==> config.mk <==
export PLATFORM = sky130hd
export DESIGN_NAME = delay_counter
export DESIGN_NICKNAME = d
export VERILOG_FILES = /design/src/rtl/delay_counter.sv
export SDC_FILE = /design/constraint.sdc
export NUM_CORES = 1
export LEC_CHECK = 0
export ABC_AREA = 1
export CAP_MARGIN = 20
export CORE_AREA = 2 2 39 41
export CTS_CLUSTER_DIAMETER = 50
export CTS_CLUSTER_SIZE = 10
export DETAILED_ROUTE_END_ITERATION = 8
export DIE_AREA = 0 0 41 43
export PLACE_DENSITY_LB_ADDON = 0.25
export SYNTH_ARGS = -nofsm -noshare
export SYNTH_HDL_FRONTEND = slang
export SYNTH_SLANG_ARGS = --single-unit
==> constraint.sdc <==
create_clock -name CLK -period 1.4 [get_ports CLK]
set_input_delay 0.42 -clock CLK [delete_from_list [all_inputs] [get_ports CLK]]
set_output_delay 0.42 -clock CLK [all_outputs]
set_load 0.01 [all_outputs]
==> src/rtl/delay_counter.sv <==
// Microsecond delay timer: while start is held, counts CLOCK_SPEED_MHZ*US_DELAY cycles then holds out high.
// Optional one-cycle terminal strobe on pulse when DELAY_COUNTER_PULSE_EN is defined.
module delay_counter #(
    parameter int unsigned CLOCK_SPEED_MHZ = 12,
    parameter int unsigned US_DELAY        = 2
) (
    input  logic CLK,
    input  logic RST,
    input  logic start,
`ifdef DELAY_COUNTER_PULSE_EN
    output logic pulse,
`endif
    output logic out
);

    localparam int unsigned DELAY_CYCLES = CLOCK_SPEED_MHZ * US_DELAY;
    localparam int unsigned CNT_W        = $clog2(DELAY_CYCLES + 1);
    localparam logic [CNT_W-1:0] C_TERM  = CNT_W'(DELAY_CYCLES);

    logic [CNT_W-1:0] r_cnt;
    logic             r_out;
    logic [CNT_W-1:0] w_cnt_inc;
    logic             w_expired;
    logic             w_hit;

    assign w_cnt_inc = r_cnt + CNT_W'(1);
    assign w_expired = (r_cnt == C_TERM);
    // Only meaningful while counting; w_cnt_inc cannot overflow below C_TERM.
    assign w_hit     = (w_cnt_inc == C_TERM);

    always_ff @(posedge CLK or posedge RST) begin
        if (RST) begin
            r_cnt <= '0;
            r_out <= 1'b0;
        end else if (!start) begin
            r_cnt <= '0;
            r_out <= 1'b0;
        end else if (!w_expired) begin
            r_cnt <= w_cnt_inc;
            if (w_hit)
                r_out <= 1'b1;
        end
    end

    assign out = r_out;

`ifdef DELAY_COUNTER_PULSE_EN
    logic r_pulse;

    always_ff @(posedge CLK or posedge RST) begin
        if (RST)
            r_pulse <= 1'b0;
        else if (!start)
            r_pulse <= 1'b0;
        else
            r_pulse <= !w_expired && w_hit;
    end

    assign pulse = r_pulse;
`endif

endmodule

==> impl_metrics.tcl, run 1 <==
set metrics [dict create \
    ff2ff_path_depth 6 \
    cts_buffers 3 \
    dp_cells 60 \
    fp.dieW_um 41 \
    yosys_register_bits 6 \
    port_buffers 3 \
    synth.distinct_cells 15 \
    core.rowCount 14 \
    r2r_slack_ns 0.17 \
    grt_usage 0.0901 \
    reg2reg_from "r_cnt[0]" \
    outcome "finished clean" \
    clock.fmax_mhz 766 \
    cts_resized 1 \
    min_period_over_period 0.932 \
    cts_root_buf "clkbuf_4" \
    hold_slack_ns 0.395 \
    syn_to_final_growth_pct 23.8 \
    path_clk_slew_ns 0.04 \
    max_cap_viol_count 0 \
    fin_nets 54 \
    wl_um 559 \
    r2r-end "r_cnt[1]" \
    cp_cell_sequence "dlygate4sd2_1" \
    setup_viol 0 \
    synth.avg_cell_area_um2 8.29 \
    cp.required_ns 0.98 \
    critical_path_peak_fanout 2 \
    worstMarginPinSlew_ns 0.263 \
    cts_buffer_depth 2 \
    grt_overflow 0 \
    skew_ns 0.00131 \
    mostFrequentLayoutCells "nand2_1, dfrtp_1, inv_1, nand3_1, clkbuf_4" \
    fin_crit_ns 1.30 \
    hold_viol_final 0 \
    crit_slowest_cell "dfrtp_1" \
    num_io_pins 4 \
    crit_buf_inv 1 \
    viasPerCell 4.10 \
    grt_max_degree 8 \
    firstDrtPassIters 1 \
    grt_pass1_vias 224 \
    antennaDiodeCount 0 \
    rsz0062_at_grt "false" \
    antenna_found_initial 0 \
    ys_warn_count 0 \
    die_area_um2 1760 \
    cts_setup_buffers 0 \
    ys_seq_area_frac 0.453 \
    hold_path_class "primary input to asynchronous set/reset pin" \
    fin_cells 63 \
    critical_path_class "flop to primary output" \
    antenna_left 0 \
    cts.sinks 6 \
    critPathLaunchType "flop" \
    via_count 258 \
    post_route_cells_drive_above_1_share 0.170 \
    power.density_nw_per_um2 939 \
    core_area_um2 1380 \
    grt_pass1_wl_um 966 \
    syn_nets 45 \
    cts_hold_buf 0 \
    p_leak_nw 0.194 \
    routedWlPerCell_um 8.87 \
    place_hpwl_um 476 \
    htree_levels 1 \
    syn-cell-area_um2 332 \
    timing.final.max_slew_violations 0 \
    critPathCaptureType "primary output" \
    synth_cells 40 \
    place_congestion 0.706 \
    ir_drop_v 0.000431 \
    critPathArrivalTime_ns 0.88 \
    start_util 0.240 \
    clk_latency_ns 0.24 \
    critPathTopFamily "flip-flops" \
    maxSlewHeadroom 0.825 \
    drtIter0Drc 0 \
    drc_errors 0 \
    cts_tree "built" \
    die_y_um 43 \
    slowest_delay_ns 0.36 \
    final_common_cell "nand2_1" \
]
-- area by class of cell --
type                       count  area (µm²)
clock buffer                   3        22.5
fill                         163         973
inverter                       6        22.5
multi-input combinational     27         151
sequential                     6         150
tap                           16        20.0
timing repair buffer           5        43.8
-- sequential cells by signal, indices dropped and copies added, names as in the netlist --
register  cells
r_cnt         5
out           1
-- logic make-up (layout without fill, tap and decap cells) --
family,after synthesis,count (layout),synth area share
simple gates,22,22,0.325
buf+inv,7,14,0.0906
flops,6,6,0.453
fa+ha+maj,2,2,0.0755
compound gates,2,2,0.0302
xor+xnor,1,1,0.0264
-- synthesized netlist by cell type (all sizes together) --
| master | instances | area [µm²] |
|---|---|---|
| dfrtp | 6 | 150 |
| nand2 | 12 | 45.0 |
| inv | 6 | 22.5 |
| nor3 | 2 | 21.3 |
| o21ai | 2 | 10.0 |
| ha | 2 | 25.0 |
| buf | 1 | 7.51 |
| nand4 | 2 | 12.5 |
| nand3 | 3 | 15.0 |
| xnor2 | 1 | 8.76 |
| nor2 | 3 | 13.8 |
-- per-stage QoR --
step / setup slack, ns / setup TNS [ns] / power [mW] / utilization / instance area [µm²]
after CTS: 0.0786 / 0 / 0.399 / 0.297 / 410
after global routing: 0.0521 / 0 / 0.419 / 0.297 / 410
after detailed placement: -0.0678 / -0.164 / 0.234 / 0.281 / 389
after global placement: -0.0570 / -0.113 / 0.234 / 0.281 / 389
after floorplan: 0.307 / 0 / 0.217 / - / 332
final: 0.0952 / 0 / 0.385 / 0.297 / 410
-- per-layer routing --
layer / vias up / GRT usage / wire (µm)
met4: 0 / 0.0800 / 0
met2: 1 / 0.106 / 289
li1: 142 / - / -
met3: 0 / 0.0471 / 6
met5: - / 0 / 0
met1: 115 / 0.112 / 263
-- report_power, final --
group,switching [mW],total [mW],internal (mW)
Sequential,0.0114,0.192,0.181
Combinational,0.0189,0.0377,0.0188
Clock,0.0584,0.155,0.0967
Total,0.0887,0.385,0.297
-- how the worst max path moves through the flow --
stage,endpoint,slack (ns),depth (start not counted),startpoint
finish,out,0.1,1,out
global route,out,0.05,1,out
CTS,out,0.08,1,out
detailed placement,r_cnt[1],-0.07,5,start
global placement,r_cnt[0],-0.06,4,start
floorplan,r_cnt[0],0.31,5,r_cnt[0]
Power figures use the tool's default switching activity.
==> inputs of run 2 (changes only) <==
--- a/config.mk
+++ b/config.mk
@@ -12,6 +12,7 @@
 export CTS_CLUSTER_SIZE = 10
 export DETAILED_ROUTE_END_ITERATION = 8
 export DIE_AREA = 0 0 41 43
+export GPL_ROUTABILITY_DRIVEN = 0
 export PLACE_DENSITY_LB_ADDON = 0.25
 export SYNTH_ARGS = -nofsm -noshare
 export SYNTH_HDL_FRONTEND = slang
==> results of run 2 <==
Final layout, timing and power as in run 1 (identical DEF).
==> edit 1: new RTL, config.mk and constraints of run 2 <==
The option `DELAY_COUNTER_PULSE_EN` is turned on by a define.
--- a/src/rtl/delay_counter.sv
+++ b/src/rtl/delay_counter.sv
@@ -1,5 +1,7 @@
 // Microsecond delay timer: while start is held, counts CLOCK_SPEED_MHZ*US_DELAY cycles then holds out high.
 // Optional one-cycle terminal strobe on pulse when DELAY_COUNTER_PULSE_EN is defined.
+`define DELAY_COUNTER_PULSE_EN
+
 module delay_counter #(
     parameter int unsigned CLOCK_SPEED_MHZ = 12,
     parameter int unsigned US_DELAY        = 2
Behaviour (old outputs only; new: pulse): unchanged (equiv_simple and equiv_induct, registers matched by name and starting in step).
==> edit 1 against run 2 <==
  * Critical path type unchanged
  * Area after synthesis increased by 13%
  * Combinational power decreased by 6.6%
  * Register-to-register slack improved by 0.03 ns
  * Routed wire length increased by 18%
  * Cell area increased by 11%
  * Sequential share of layout area increased by 2.0 points
  * Worst setup slack got worse by 0.021 ns
  * Via count increased by 5.8%
  * Power increased by 14%
  * First-iteration DRC count increased by 3
  * Sequential cell count increased by 1
  * Clock skew increased by 0.0030 ns
==> edit 1: results (changes against run 2) <==
outcome -> finished, final reports clean
metal1 wirelength -> 297 um (+13%)
DRT Wirelength -> 659 um (+18%)
fin crit share -> 94.7% (+1.5 points)
Post-synth top cells -> nand2_1, dfrtp_1, inv_1
sequential share of the synthesized area -> 46.8% (+1.5 points)
Non-Filler Instances -> 67 (+6.3%)
Area contributors post-synth -> dfrtp_1, nand2_1, inv_1, ha_1, nor3_4
post-CTS sizing -> 2 (+1)
Final Skew -> 0.00434 ns (+0.00303 ns)
R2R Path End -> r_cnt[0]
routed wire length on met3 -> 19 um (+220%)
final worst hold slack -> 0.393 ns (-0.00181 ns)
Switching Fraction -> 23.5% (+0.50 points)
DRT Pass-1 Iters -> 4 (+3)
Via Count -> 273 (+5.8%)
layout cell share with drive strength beyond 1 -> 15.7% (-1.3 points)
Adder-Cell Fraction of Synth Area -> 6.69% (-0.86 points)
NumNets Final -> 57 (+5.6%)
Syn Nets -> 48 (+6.7%)
post-DP HPWL -> 540 um (+13%)
synthesized area per cell -> 8.70 um2 (+5.0%)
first-pass GRT wire length -> 1180 um (+22%)
aggregate global-route resource usage -> 10.0% (+1.0 points)
post-layout power -> 0.000438 W (+14%)
worst r2r path cells -> 5 (-1)
Worst slew margin -> 79.7% (-2.8 points)
Initial DRC Count -> 3 (+3)
cell count after placement -> 63 (+5.0%)
complex-gate fraction of the synthesized area -> 2.68% (-0.34 points)
Met2 Wirelength -> 341 um (+18%)
Combinational Power Share -> 8.0% (-1.8 points)
I/O Buffers -> 4 (+1)
static leakage -> 0.225 nW (+16%)
XOR/XNOR share of the synthesized area -> 2.34% (-0.30 points)
WP data arrival -> 0.91 ns (+0.03 ns)
vias in the first global route -> 294 (+31%)
Peak VDD IR -> 0.000329 V (-24%)
Placed Area -> 430 um2 (+11%)
## edit 1: changes by cell type in the layout (fill, tap and decap cells not counted)
cell           change
o21ai_0            +1
nand2_2            +1
dlygate4sd2_1      +1
nand2_1            +1
nand3_2            +1
inv_1              +2
inv_2              -1
dfrtp_1            +1
nand3_1            -2
buf_4              -1
o21ai_1            -1
clkbuf_1           +1
## edit 1: routing by layer
layer	vias to the layer above	global-route usage [%]
met5	-	0
met4	0	6.00
met3	0	1.57
met2	3	15.0
met1	123	13.0
li1	147	-
## edit 1: final cells by class
| cell class | count | area [um2] |
|---|---|---|
| Inverter | 7 | 26.3 |
| Tap cell | 16 | 20.0 |
| Timing Repair Buffer | 5 | 45.0 |
| Multi-Input combinational cell | 28 | 161 |
| Fill cell | 154 | 930 |
| Clock buffer | 4 | 26.3 |
| Sequential cell | 7 | 175 |
## edit 1: cells by family after synthesis
family	after synthesis
xor+xnor	1
simple gates	23
buf+inv	8
flops	7
compound gates	2
fa+ha+maj	2
==> edit 2: new RTL, flow settings as in run 2 <==
Made on the original files. Put one more register stage on the output `out`, with the module's reset. The value now appears one clock later. Comments in the files are not updated.
--- a/src/rtl/delay_counter.sv
+++ b/src/rtl/delay_counter.sv
@@ -42,7 +42,13 @@
         end
     end
 
-    assign out = r_out;
+    always_ff @(posedge CLK or posedge RST) begin
+        if (RST) begin
+            out <= '0;
+        end else begin
+            out <= r_out;
+        end
+    end
 
 `ifdef DELAY_COUNTER_PULSE_EN
     logic r_pulse;
Formal check against the unedited RTL: same outputs for any inputs over 10 cycles, from zero or initial values and one cycle with RST high; that may be too few to reach the edited logic, so the function may still have changed.
==> edit 2 against run 2 <==
  * Worst setup slack better by 0.013 ns
  * Area after synthesis up 7.5%
  * Cell area up 7.0%
  * Power up 14%
  * Routed wire length up 7.0%
  * Sequential cell count up 1
  * Combinational power about the same
  * Count of clock-buffer cells in the layout up 1
  * Sequential share of layout area up 3.3 points
==> edit 2: results (changes against run 2) <==
outcome -> finished, final reports clean
Worst-Margin Slew -> 0.281 ns (+0.0182 ns)
number of H-tree levels -> 1 (unchanged)
NumNets Final -> 55 (+1.9%)
Via Count -> 280 (+8.5%)
WP data arrival -> 0.87 ns
static leakage -> 0.209 nW (+7.8%)
DRT Pass-1 Iters -> 4 (+3)
P_seq -> 0.000221 W (+15%)
Setup WS pre-CTS -> -0.0768 ns (-0.00899 ns)
aggregate global-route resource usage -> 10.0% (+1.0 points)
first-pass GRT wire length -> 1160 um (+20%)
vias per cell -> 4.31 (+5.2%)
HP Class -> register to register
Initial DRC Count -> 2 (+2)
Switching Power -> 0.000101 W (+14%)
reg2reg start -> r_cnt[0]
Largest regs -> r_cnt (5), out (1), r_out (1)
layout cell share with drive strength beyond 1 -> 16.3% (-0.69 points)
cell count after placement -> 61 (+1.7%)
Synth Instances -> 41 (+2.5%)
Clock group -> 0.000179 W (+15%)
DRT Wirelength -> 598 um (+7.0%)
crit path launch -> out
sequential share of the synthesized area -> 49.1% (+3.8 points)
CTS Root Cell -> clkbuf_4
setup bufs post-CTS -> 0 (unchanged)
Syn Nets -> 46 (+2.2%)
TritonCTS Buffers -> 3 (unchanged)
Area contributors post-synth -> dfrtp_1, nand2_1, ha_1, inv_1, nor3_4
I/O Buffers -> 3 (unchanged)
Synth cell types -> 15 (unchanged)
Post-synth top cells -> nand2_1, dfrtp_1, inv_1, nand3_1
fill count -> 145 (-11%)
slowest stage cell, crit path -> dfrtp_1
Final Skew -> 0.00810 ns (+0.00680 ns)
Max FO, Critical Path -> 1 (-1)
Peak VDD IR -> 0.000716 V (+66%)
clock-pin slew on the worst setup and hold paths -> 0.05 ns
## edit 2: cell count changes after synthesis
| cell | change |
|---|---|
| dfrtp_1 | +1 |
## edit 2: layout make-up
cell class | count | area share, %
inverters | 6 | 5.13
multi-input cells | 27 | 34.5
flip-flops and latches | 7 | 39.9
clock buffers | 4 | 5.98
repair buffers | 5 | 9.97
well taps | 16 | 4.56
## edit 2: cell families after synthesis
kind of cell | synth area share [%]
AND/OR/NAND/NOR | 30.2
flip-flops | 49.1
XOR/XNOR | 2.46
AO/OA/AOI/OAI | 2.80
buffers and inverters | 8.42
adder cells (fa/ha/maj) | 7.02
## edit 2: routing by layer
| layer | track usage [%] | wire length [um] |
|---|---|---|
| met4 | 4.00 | 0 |
| met5 | 0 | 0 |
| met2 | 15.0 | 309 |
| met1 | 12.0 | 266 |
| met3 | 4.71 | 22 |
## edit 2: final timing paths
check	endpoint	slack [ns]	cells after the start
setup / recovery	out	0.11	1
hold / removal	out	0.36	0
setup reg to reg	r_cnt[0]	0.17	6
hold reg to reg	out	0.36	0
max in group asynchronous	r_cnt[0]	0.78	2
min in group asynchronous	out	0.40	2
## edit 2: stage by stage
stage / power (W) / hold slack (ns) / util (%) / area (um2) / setup TNS, ns
CTS: 0.000446 / 0.362 / 31.7 / 439 / 0
finish: 0.000438 / 0.363 / 31.7 / 439 / 0
global route: 0.000465 / 0.384 / 31.7 / 439 / 0
floorplan: 0.000247 / 0.223 / - / 357 / 0
global placement: 0.000263 / 0.366 / 29.9 / 414 / -0.116
detailed placement: 0.000263 / 0.362 / 29.9 / 414 / -0.180
## edit 2: what timing repair did
action | in CTS | in global routing
endpoints found under the setup margin | 1 | 0
hold endpoints to repair | 0 | 0
gates resized for setup | 1 | 0
